## src/rtl/alarm_controller.sv

```systemverilog
// Alarm time store plus ring/snooze/stop sequencer for the wall clock.
// Compares against the running time on each 1 Hz tick and blinks the alarm drive.
module alarm_controller #(
    parameter int RING_SECS   = 60,
    parameter int SNOOZE_SECS = 300
) (
    input  logic       clk,
    input  logic       reset,
    input  logic       tick,
    input  logic [4:0] hour,
    input  logic [5:0] minute,
    input  logic [5:0] second,
    input  logic       set_en,
    input  logic [4:0] set_hour,
    input  logic [5:0] set_min,
    input  logic       arm,
    input  logic       snooze,
    input  logic       stop,
    output logic       alarm_out,
    output logic       ringing,
    output logic       snoozing,
    output logic [4:0] alarm_hour,
    output logic [5:0] alarm_min
);

    localparam int RW = $clog2(RING_SECS + 1);
    localparam int SW = $clog2(SNOOZE_SECS + 1);

    typedef enum logic [1:0] {
        IDLE,
        ARMED,
        RINGING,
        SNOOZE
    } state_t;

    state_t        state, state_n;
    logic [RW-1:0] ring_cnt, ring_cnt_n, ring_inc;
    logic [SW-1:0] snooze_cnt, snooze_cnt_n;
    logic          blink, blink_n;
    logic          match, load_ok;

    assign load_ok  = set_en && (set_hour < 5'd24) && (set_min < 6'd60);
    assign match    = tick && (hour == alarm_hour) && (minute == alarm_min)
                      && (second == 6'd0);
    assign ring_inc = ring_cnt + RW'(1);

    always_comb begin
        state_n      = state;
        ring_cnt_n   = ring_cnt;
        snooze_cnt_n = snooze_cnt;
        blink_n      = blink;
        if (!arm) begin
            state_n      = IDLE;
            ring_cnt_n   = '0;
            snooze_cnt_n = '0;
            blink_n      = 1'b0;
        end else begin
            unique case (state)
                IDLE: state_n = ARMED;
                ARMED: begin
                    if (match) begin
                        state_n    = RINGING;
                        ring_cnt_n = '0;
                        blink_n    = 1'b1;
                    end
                end
                RINGING: begin
                    if (stop) begin
                        state_n = ARMED;
                    end else if (snooze) begin
                        state_n      = SNOOZE;
                        snooze_cnt_n = SW'(SNOOZE_SECS);
                    end else if (tick) begin
                        ring_cnt_n = ring_inc;
                        blink_n    = ~blink;
                        if (ring_inc == RW'(RING_SECS))
                            state_n = ARMED;
                    end
                end
                SNOOZE: begin
                    if (stop) begin
                        state_n = ARMED;
                    end else if (tick) begin
                        // Counter stops at 1; the wake-up tick re-enters ringing.
                        if (snooze_cnt == SW'(1)) begin
                            state_n    = RINGING;
                            ring_cnt_n = '0;
                            blink_n    = 1'b1;
                        end else begin
                            snooze_cnt_n = snooze_cnt - SW'(1);
                        end
                    end
                end
                default: state_n = IDLE;
            endcase
        end
    end

    always_ff @(posedge clk) begin
        if (reset) begin
            state      <= IDLE;
            ring_cnt   <= '0;
            snooze_cnt <= '0;
            blink      <= 1'b0;
            alarm_out  <= 1'b0;
            ringing    <= 1'b0;
            snoozing   <= 1'b0;
            alarm_hour <= '0;
            alarm_min  <= '0;
        end else begin
            state      <= state_n;
            ring_cnt   <= ring_cnt_n;
            snooze_cnt <= snooze_cnt_n;
            blink      <= blink_n;
            alarm_out  <= (state_n == RINGING) && blink_n;
            ringing    <= (state_n == RINGING);
            snoozing   <= (state_n == SNOOZE);
            if (load_ok) begin
                alarm_hour <= set_hour;
                alarm_min  <= set_min;
            end
        end
    end

endmodule

```

## config.mk

```make
export PLATFORM = sky130hd
export DESIGN_NAME = alarm_controller
export DESIGN_NICKNAME = d
export VERILOG_FILES = /design/src/rtl/alarm_controller.sv
export SDC_FILE = /design/constraint.sdc
export NUM_CORES = 1
export LEC_CHECK = 0
export BUFFER_PORTS_ARGS = -buffer_cell sky130_fd_sc_hd__buf_4
export CORE_MARGIN = 1.5
export CORE_UTILIZATION = 52
export DETAILED_ROUTE_END_ITERATION = 6
export PLACE_DENSITY = 0.87
export SYNTH_ARGS = -nofsm -noshare
export SYNTH_HDL_FRONTEND = slang
export SYNTH_SLANG_ARGS = --single-unit
export TNS_END_PERCENT = 100
```

## constraint.sdc

```tcl
create_clock -name clk -period 2.1 [get_ports clk]
set_input_delay 0.315 -clock clk [delete_from_list [all_inputs] [get_ports clk]]
set_output_delay 0.315 -clock clk [all_outputs]
set_load 0.005 [all_outputs]
```

==> results of run 1 <==
==> state kept, by name, indices dropped and copies added (netlist names) <==
register	count
alarm_min	6
snoozing	1
ring_cnt	6
snooze_cnt	9
state	2
ringing	1
alarm_hour	5
alarm_out	1
blink	1
==> synthesized netlist by cell type, types with 2 or more instances <==
cell	number	share of area, %
nor2_1	26	5.3
nor4_1	5	1.7
ha_1	7	4.7
and3_1	2	0.68
nand3_1	3	0.81
a31oi_1	2	0.68
xnor2_1	13	6.2
nor3_1	6	1.6
clkbuf_1	4	0.81
nand4b_1	3	1.4
a21o_1	2	0.81
mux2i_1	9	4.9
nor3b_1	2	0.81
nor4b_2	2	1.6
inv_1	10	2.0
nor2b_1	3	1.0
nand4_1	8	2.7
or3_1	2	0.68
a32o_1	4	2.2
o21ai_0	6	1.6
a21oi_1	14	3.8
xor2_1	4	1.9
o211ai_1	4	1.6
nand2_1	14	2.8
o2111ai_1	3	1.4
nand2b_1	2	0.68
dfxtp_1	32	35
==> per-layer routing <==
layer	wire length [µm]	up-vias	global-route usage, %
met5	0	-	0
met4	74	0	7.22
met3	202	10	5.05
met2	2210	45	42.5
met1	2050	823	30.7
li1	-	901	-
==> through the flow <==
stage | hold slack (ns) | cell area, µm² | power, mW | std cells
floorplan | 0.394 | 1850 | 0.746 | 214
global placement | 0.485 | 2320 | 0.843 | 312
CTS | 0.204 | 2380 | 1.24 | 319
global route | 0.210 | 2390 | 1.28 | 319
detailed placement | 0.490 | 2320 | 0.847 | 312
finish | 0.207 | 2390 | 1.23 | 319
==> cell type report <==
class	count	area, µm²	area share, %
inverters	10	37.5	1.57
clock buffers	7	65.1	2.72
multi-input cells	166	1160	48.3
repair buffers	58	435	18.2
well taps	46	57.6	2.41
flip-flops and latches	32	641	26.8
==> critical path: stages (launching register included) <==
cell and delay [ns]:
dfxtp_1 0.35, xnor2_1 0.25, nand4_1 0.17, o41a_1 0.47
or3_1 0.38, a32o_1 0.25
==> cell families after synthesis <==
logic type | share of synthesized area, %
AOI/OAI and AO/OA | 18.9
adders and majority gates | 4.74
and+or+nand+nor | 24.8
muxes | 5.49
xor gates and xnor gates | 8.06
buffers and inverters | 3.32
DFF | 34.7
==> power groups by stage <==
stage / Sequential (mW) / Clock (mW) / Combinational, mW
after floorplan: 0.648 / 0 / 0.0977
after global placement: 0.649 / 0 / 0.193
after detailed placement: 0.649 / 0 / 0.197
after CTS: 0.635 / 0.403 / 0.198
after global routing: 0.638 / 0.424 / 0.216
final: 0.635 / 0.396 / 0.198
==> worst max-delay path by stage <==
stage,to,slack [ns],cells after the start
floorplan,snooze_cnt[7]$_SDFFE_PP0P_,0.20,7
global placement,ring_cnt[3]$_SDFFE_PP0P_,0.10,6
detailed placement,ring_cnt[3]$_SDFFE_PP0P_,0.08,6
CTS,ring_cnt[3]$_SDFFE_PP0P_,0.11,5
global route,alarm_out$_SDFF_PP0_,0.005,7
finish,ring_cnt[3]$_SDFFE_PP0P_,0.14,5
==> what timing repair did <==
item                       CTS  global route
setup endpoints to repair    0             6
resized for setup            0             2
buffers inserted             0             0
==> metrics.txt, run 1 <==
CTS Hold Buffers Added=0; CTS Sinks=32; DR DRC count=0; Worst Tran Pin Value=~0.52 ns; IO Pins=between 40 and 50; drt pass-1 iters=4; crit path max fanout=4; Setup crit start=alarm_hour[4]$_SDFFE_PP0P_; WS Path Type=flop to flop; clock share of power=around a third; reg-to-reg slack, setup=around 0.14 ns; Max Clk Rate=about 0.51 GHz; wire length per cell=~14 µm; Post-Syn Area per Cell=8.63 µm²; first-pass GRT wire length=roughly 7700 µm; post-DP HPWL=~3500 µm; Root Driver=clkbuf_4; Rel. slew slack=about two thirds; cell count after synthesis=214; synthesized area=~0.0018 mm²; Clock Path Buffers=2; FF-to-FF End=ring_cnt[3]$_SDFFE_PP0P_; Die Footprint=approximately 0.0039 mm²; later-pin clock latency in the skew report=roughly 0.34 ns; hold crit path type=input pin to flop; Slew Viols, Final=0; NetSw=312 µW; vias in the first global route=roughly 1,700; final WL=between 4000 and 5000 µm; Port Buffers=48; most common cell after layout, fill and taps aside=buf_4; Net Count, Synth=between 200 and 300; Vias=between 1,500 and 2,000; RD Place Congestion=around 0.88; Top FF cell, synth=dfxtp_1; hold endpoint=alarm_min[0]$_SDFFE_PP0P_; Logic pwr share=roughly 16%; status=finished clean; Antenna Violating Nets Remaining=0; RSZ-0062 raised after global routing=no; nets=around 320; DRT iter0 DRCs=120; Power Density=between 500 and 600 mW/mm²; endpoints failing setup=0; Initial Util=between 50% and 60%; Synth async-reset ratio=0%; Unique masters post-synth=49; Antenna Cells=0; total track usage=approximately 25%; Critical R2R Launch=alarm_hour[4]$_SDFFE_PP0P_; layout cells sized above 1=~28%; TritonCTS clock tree=yes; Cells on Worst Hold Path=3; gr ovfl total=0; R2R cell count=5; area grow syn2layout=29.5%; setup TNS=0 ns; DR vias/cell=~5.6; clk slew on worst S/H paths=~0.09 ns; initial antenna violation count=0; fin crit share=between 90% and 100%; die height=roughly 63 µm; post-synthesis sequential area ratio=between 30% and 40%; Post-Route Skew=0.0114 ns; Period minus WS final=approximately 2.0 ns; WP data required=2.34 ns; hold path startpoint=set_min[0]; switch share=25.4%; Yosys reg bits=32; most frequent cells in the layout=buf_4, dfxtp_1, nor2_1; FILL cells=approximately 290; Final Util=a little under three quarters; largest net degree at the start of global routing=15; Fin. Hold Viols=0; crit path DAT=2.20 ns; yosys warns=0; floorplan core area=between 0.003 and 0.004 mm²; H-tree depth=2; worst ir drop on vdd=slightly above 500 µV; Setup crit end kind=flop; Int Power=about 920 µW; sequential share of power=between 50% and 60%; Post-synth EDFFs=0; dpl ws=just over 0.08 ns; Die X=roughly 63 µm; cts bufs inserted=5; CP startpoint kind=flop; max-cap violations=0; Setup WS post-layout=0.137 ns; leak pwr=just under 1 nW; standard-cell rows=21
Note: power is estimated with default switching activity, not from simulation.
==> inputs of run 2 (changes only) <==
--- a/config.mk
+++ b/config.mk
@@ -7,9 +7,9 @@
 export LEC_CHECK = 0
 export BUFFER_PORTS_ARGS = -buffer_cell sky130_fd_sc_hd__buf_4
 export CORE_MARGIN = 1.5
-export CORE_UTILIZATION = 52
+export CORE_UTILIZATION = 47
 export DETAILED_ROUTE_END_ITERATION = 6
-export PLACE_DENSITY = 0.87
+export PLACE_DENSITY = 0.83
 export SYNTH_ARGS = -nofsm -noshare
 export SYNTH_HDL_FRONTEND = slang
 export SYNTH_SLANG_ARGS = --single-unit
==> constraint.sdc (replaced) <==
create_clock -name clk -period 1.8 [get_ports clk]
set_input_delay 0.27 -clock clk [delete_from_list [all_inputs] [get_ports clk]]
set_output_delay 0.27 -clock clk [all_outputs]
set_load 0.005 [all_outputs]
==> metrics.txt, run 2 (synthesis results as in run 1) <==
cts bufs inserted=5; Post-Route Skew=between 0.007 and 0.008 ns; H-tree depth=2; DRT iter0 DRCs=118; first-pass GRT wire length=about 9300 µm; Die Footprint=0.00431 mm²; Die X=~66 µm; later-pin clock latency in the skew report=around 0.28 ns; Clock Path Buffers=2; Cells on Worst Hold Path=3; post-DP HPWL=between 3000 and 4000 µm; Antenna Violating Nets Remaining=0; DR vias/cell=between 5 and 6; CTS Sinks=32; wire length per cell=about 17 µm; most frequent cells in the layout=buf_4, nor2_1, dfxtp_1; Port Buffers=48; Setup crit end kind=flop; WP data required=1.98 ns; DR DRC count=0; Root Driver=clkbuf_8; Period minus WS final=1.91 ns; leak pwr=1.25 nW; gr ovfl total=0; vias in the first global route=about 2,100; floorplan core area=0.00372 mm²; IO Pins=around 50; area grow syn2layout=59.8%; Slew Viols, Final=0; Vias=~2,100; worst ir drop on vdd=515 µV; crit path max fanout=3; max-cap violations=0; Hold WS=between 0.2 and 0.25 ns; CTS Hold Buffers Added=0; TritonCTS clock tree=yes; endpoints failing setup=4; hold crit path type=input pin to flop; clk slew on worst S/H paths=~0.070 ns; Critical R2R Launch=alarm_min[5]$_SDFFE_PP0P_; reg-to-reg slack, setup=-0.11 ns; Worst Tran Pin Value=~0.52 ns; Max Clk Rate=approximately 0.52 GHz; Initial Util=49.7%; Finished Cell Area=a little under 0.003 mm²; Power Density=571 mW/mm²; RSZ-0062 raised after global routing=yes; initial antenna violation count=0; most common cell after layout, fill and taps aside=buf_4; layout cells sized above 1=51.8%; Fin. Hold Viols=0; die height=65.7 µm; Antenna Cells=0; Largest register FFs=9; Biggest register=snooze_cnt; drt pass-1 iters=4; RD Place Congestion=about 0.9; final WL=approximately 6000 µm; hold endpoint=alarm_hour[0]$_SDFFE_PP0P_; crit path DAT=about 2.1 ns; largest net degree at the start of global routing=15; Area after DPL=0.00261 mm²; Largest regs=snooze_cnt: 9 flops, alarm_min: 6 flops, ring_cnt: 6 flops; nets=between 300 and 400; status=finished, violations left; failing checks=negative setup slack; CP startpoint kind=flop; WS Path Type=flop to flop; FF-to-FF End=ring_cnt[5]$_SDFFE_PP0P_; standard-cell rows=22; Rel. slew slack=between 60% and 70%; Setup WS post-layout=-0.108 ns; hold path startpoint=set_hour[0]; fin crit share=106%; total track usage=28.1%; R2R cell count=6
run 2: cell count changes in the layout (fill, tap and decap cells not counted), moves of 3 or more:
cell / before / now
buf_6: 0 / 3
a21oi_1: 14 / 10
dfxtp_1: 32 / 17
buf_4: 58 / 93
dfxtp_2: 0 / 14
xnor2_2: 0 / 11
clkbuf_8: 2 / 7
xnor2_1: 13 / 2
clkbuf_4: 5 / 0
a21oi_2: 1 / 5
run 2: layer usage:
metal | part of all wire (%) | wire length, µm | up-vias | global-route usage, %
li1 | - | - | 981 | -
met1 | 41 | 2480 | 1013 | 31.9
met2 | 51 | 3080 | 69 | 52.4
met3 | 4.3 | 262 | 18 | 5.31
met4 | 3.6 | 218 | 0 | 8.33
met5 | 0 | 0 | - | 0
run 2: report_power, final:
part           internal, mW  switching, mW
Sequential            0.727         0.0186
Clock                 0.340          0.259
Combinational         0.193          0.146
run 2: per-stage QoR:
step,power (mW),setup TNS (ns),util (%),worst slack [ns],cells
finish,1.68,-0.209,79.4,-0.108,359
global route,1.75,-0.622,79.4,-0.159,359
CTS,1.67,-0.0956,76.6,-0.0500,358
detailed placement,1.05,-0.804,70.1,-0.170,347
global placement,1.04,-0.442,70.1,-0.128,347
floorplan,0.876,0,-,0.000479,214
run 2: final cells by class:
| cell class | instances | area (µm²) |
|---|---|---|
| well taps | 48 | 60.1 |
| clock buffers | 7 | 96.3 |
| fillers | 240 | 766 |
| inverters | 10 | 37.5 |
| multi-input cells | 166 | 1360 |
| repair buffers | 96 | 732 |
| flip-flops and latches | 32 | 662 |
run 2: critical path, stage by stage (launching register included):
cell,delay (ns)
dfxtp_2,0.34
xnor2_2,0.19
nand4_1,0.15
o41a_1,0.48
buf_4,0.17
a211o_1,0.25
a32o_1,0.24
run 2: timing repair:
item	CTS	global route
pin swaps	15	12
endpoints found under the setup margin	10	20
buffers inserted	4	1
resized for setup	25	23
run 2: worst max-delay path by stage:
| stage | start | to | depth (start not counted) |
|---|---|---|---|
| floorplan | alarm_min[1]$_SDFFE_PP0P_ | ring_cnt[3]$_SDFFE_PP0P_ | 5 |
| global route | alarm_min[5]$_SDFFE_PP0P_ | ring_cnt[5]$_SDFFE_PP0P_ | 6 |
| finish | alarm_min[5]$_SDFFE_PP0P_ | ring_cnt[5]$_SDFFE_PP0P_ | 6 |
| detailed placement | minute[1] | alarm_out$_SDFF_PP0_ | 8 |
| CTS | alarm_min[2]$_SDFFE_PP0P_ | ring_cnt[3]$_SDFFE_PP0P_ | 5 |
| global placement | minute[0] | ring_cnt[3]$_SDFFE_PP0P_ | 6 |
==> inputs of run 3 (changes only) <==
--- a/config.mk
+++ b/config.mk
@@ -6,10 +6,11 @@
 export NUM_CORES = 1
 export LEC_CHECK = 0
 export BUFFER_PORTS_ARGS = -buffer_cell sky130_fd_sc_hd__buf_4
+export CORE_ASPECT_RATIO = 0.9
 export CORE_MARGIN = 1.5
-export CORE_UTILIZATION = 47
+export CORE_UTILIZATION = 45
 export DETAILED_ROUTE_END_ITERATION = 6
-export PLACE_DENSITY = 0.83
+export PLACE_DENSITY = 0.81
 export SYNTH_ARGS = -nofsm -noshare
 export SYNTH_HDL_FRONTEND = slang
 export SYNTH_SLANG_ARGS = --single-unit
==> metrics.txt, run 3 (synthesis results as in run 1) <==
hold crit path type=input pin to flop; area grow syn2layout=59.3%; post-DP HPWL=around 3800 µm; standard-cell rows=21; Max Clk Rate=slightly above 0.5 GHz; hold path startpoint=set_hour[1]; Setup WS post-layout=-0.134 ns; Antenna Violating Nets Remaining=0; Logic pwr share=between 10% and 20%; endpoints failing setup=11; Biggest register=snooze_cnt; RD Place Congestion=~0.84; FILL cells=243; Worst Tran Pin Value=0.753 ns; fin crit share=107%; Largest register FFs=9; H-tree depth=2; DR vias/cell=6.19; Root Driver=clkbuf_8; vias in the first global route=2,104; FF-to-FF End=ring_cnt[3]$_SDFFE_PP0P_; Cells on Worst Hold Path=3; setup TNS=-0.780 ns; leak pwr=1.24 nW; Final Non-Filler Cells=353; # placed instances=between 300 and 400; hold endpoint=alarm_hour[1]$_SDFFE_PP0P_; nets=approximately 350; switch share=roughly a quarter; crit path max fanout=2; WL met1=about 2600 µm; most frequent cells in the layout=buf_4, nor2_1, dfxtp_1; TritonCTS clock tree=yes; cts bufs inserted=5; die height=~64 µm; Slew Viols, Final=0; Critical R2R Launch=alarm_hour[4]$_SDFFE_PP0P_; Clock Path Buffers=2; worst ir drop on vdd=506 µV; Die X=approximately 70 µm; Largest regs=snooze_cnt: 9 flops, alarm_min: 6 flops, ring_cnt: 6 flops; Port Buffers=48; met3 wire len=roughly 530 µm; DR DRC count=0; clock share of power=between 30% and 40%; Rel. slew slack=approximately 49%; met2 routed WL=~2900 µm; final WL=6520 µm; crit path DAT=~2.1 ns; Die Footprint=0.00450 mm²; Post-Route Skew=0.0152 ns; wire length per cell=~18 µm; WS Path Type=flop to flop; CTS Hold Buffers Added=0; CTS Sinks=32; Antenna Cells=0; Period minus WS final=roughly 1.9 ns; total power draw=1.71 mW; reg-to-reg slack, setup=-0.13 ns; most common cell after layout, fill and taps aside=buf_4; Hold WS=around 0.21 ns; RSZ-0062 raised after global routing=yes; first-pass GRT wire length=about 9500 µm; gr ovfl total=0; Final Util=about 77%; floorplan core area=between 0.003 and 0.004 mm²; max-cap violations=0; largest net degree at the start of global routing=15; Initial Util=just under 50%; clk slew on worst S/H paths=~0.070 ns; Vias=2,184; total track usage=between 20% and 30%; initial antenna violation count=0; IO Pins=slightly below 50; status=finished, violations left; highest routed layer=met4; layout cells sized above 1=~50%; NetSw=~460 µW; DRT iter0 DRCs=about 240; R2R cell count=5; Fin. Hold Viols=0; WP data required=just under 2 ns; later-pin clock latency in the skew report=~0.30 ns; drt pass-1 iters=5; Int Power=~1.3 mW; CP startpoint kind=flop; failing checks=negative setup slack; Setup crit end kind=flop; Power Density=between 500 and 600 mW/mm²; sequential share of power=between 40% and 50%
==> run 3: worst max-delay path by stage <==
| stage | end | startpoint | slack, ns |
|---|---|---|---|
| after global routing | ring_cnt[3]$_SDFFE_PP0P_ | alarm_hour[4]$_SDFFE_PP0P_ | -0.17 |
| after detailed placement | ring_cnt[1]$_SDFFE_PP0P_ | hour[2] | -0.17 |
| after floorplan | ring_cnt[3]$_SDFFE_PP0P_ | alarm_min[1]$_SDFFE_PP0P_ | 0.0005 |
| after CTS | ring_cnt[3]$_SDFFE_PP0P_ | alarm_hour[0]$_SDFFE_PP0P_ | 0.0005 |
| after global placement | ring_cnt[1]$_SDFFE_PP0P_ | hour[3] | -0.12 |
| final | ring_cnt[3]$_SDFFE_PP0P_ | alarm_hour[4]$_SDFFE_PP0P_ | -0.13 |
==> run 3: worst max-delay path, cell delays in order (launching register included) <==
cell and delay, ns:
dfxtp_2 0.35, xnor2_2 0.18, nand4_1 0.18, o41a_1 0.48, or3_1 0.37, a32o_1 0.27
==> run 3: what timing repair did <==
item,in CTS,in global routing
gates cloned,0,0
hold endpoints to repair,0,0
buffers inserted,4,5
gates resized for setup,19,28
pin swaps,12,17
setup endpoints to repair,10,19
==> run 3: layer usage <==
layer  up-vias  global-route usage [%]
met1      1018                    33.7
li1        967                       -
met2       147                    42.8
met3        52                    6.31
met5         -                       0
met4         0                    14.9
==> run 3: stage by stage <==
step,instance area [µm²],worst slack (ns)
2_1_floorplan,1890,0.000479
3_5_place_dp,2540,-0.168
5_1_grt,2940,-0.168
4_1_cts,2770,0.000528
6_report,2940,-0.134
3_3_place_gp,2540,-0.123
==> run 3: cell type report <==
class                           count  area [µm²]  share of cell area (%)
Clock buffer                        7        96.3                    3.28
Inverter                           10        37.5                    1.28
Multi-Input combinational cell    166        1380                    47.0
Sequential cell                    32         661                    22.5
Tap cell                           46        57.6                    1.96
Timing Repair Buffer               92         706                    24.0
==> run 3: power groups by stage <==
stage               combinational [mW]  clock [mW]  sequential (mW)
floorplan                        0.117           0            0.759
global placement                 0.258           0            0.757
detailed placement               0.263           0            0.757
CTS                              0.293       0.617            0.746
global route                     0.353       0.652            0.751
finish                           0.336       0.621            0.749
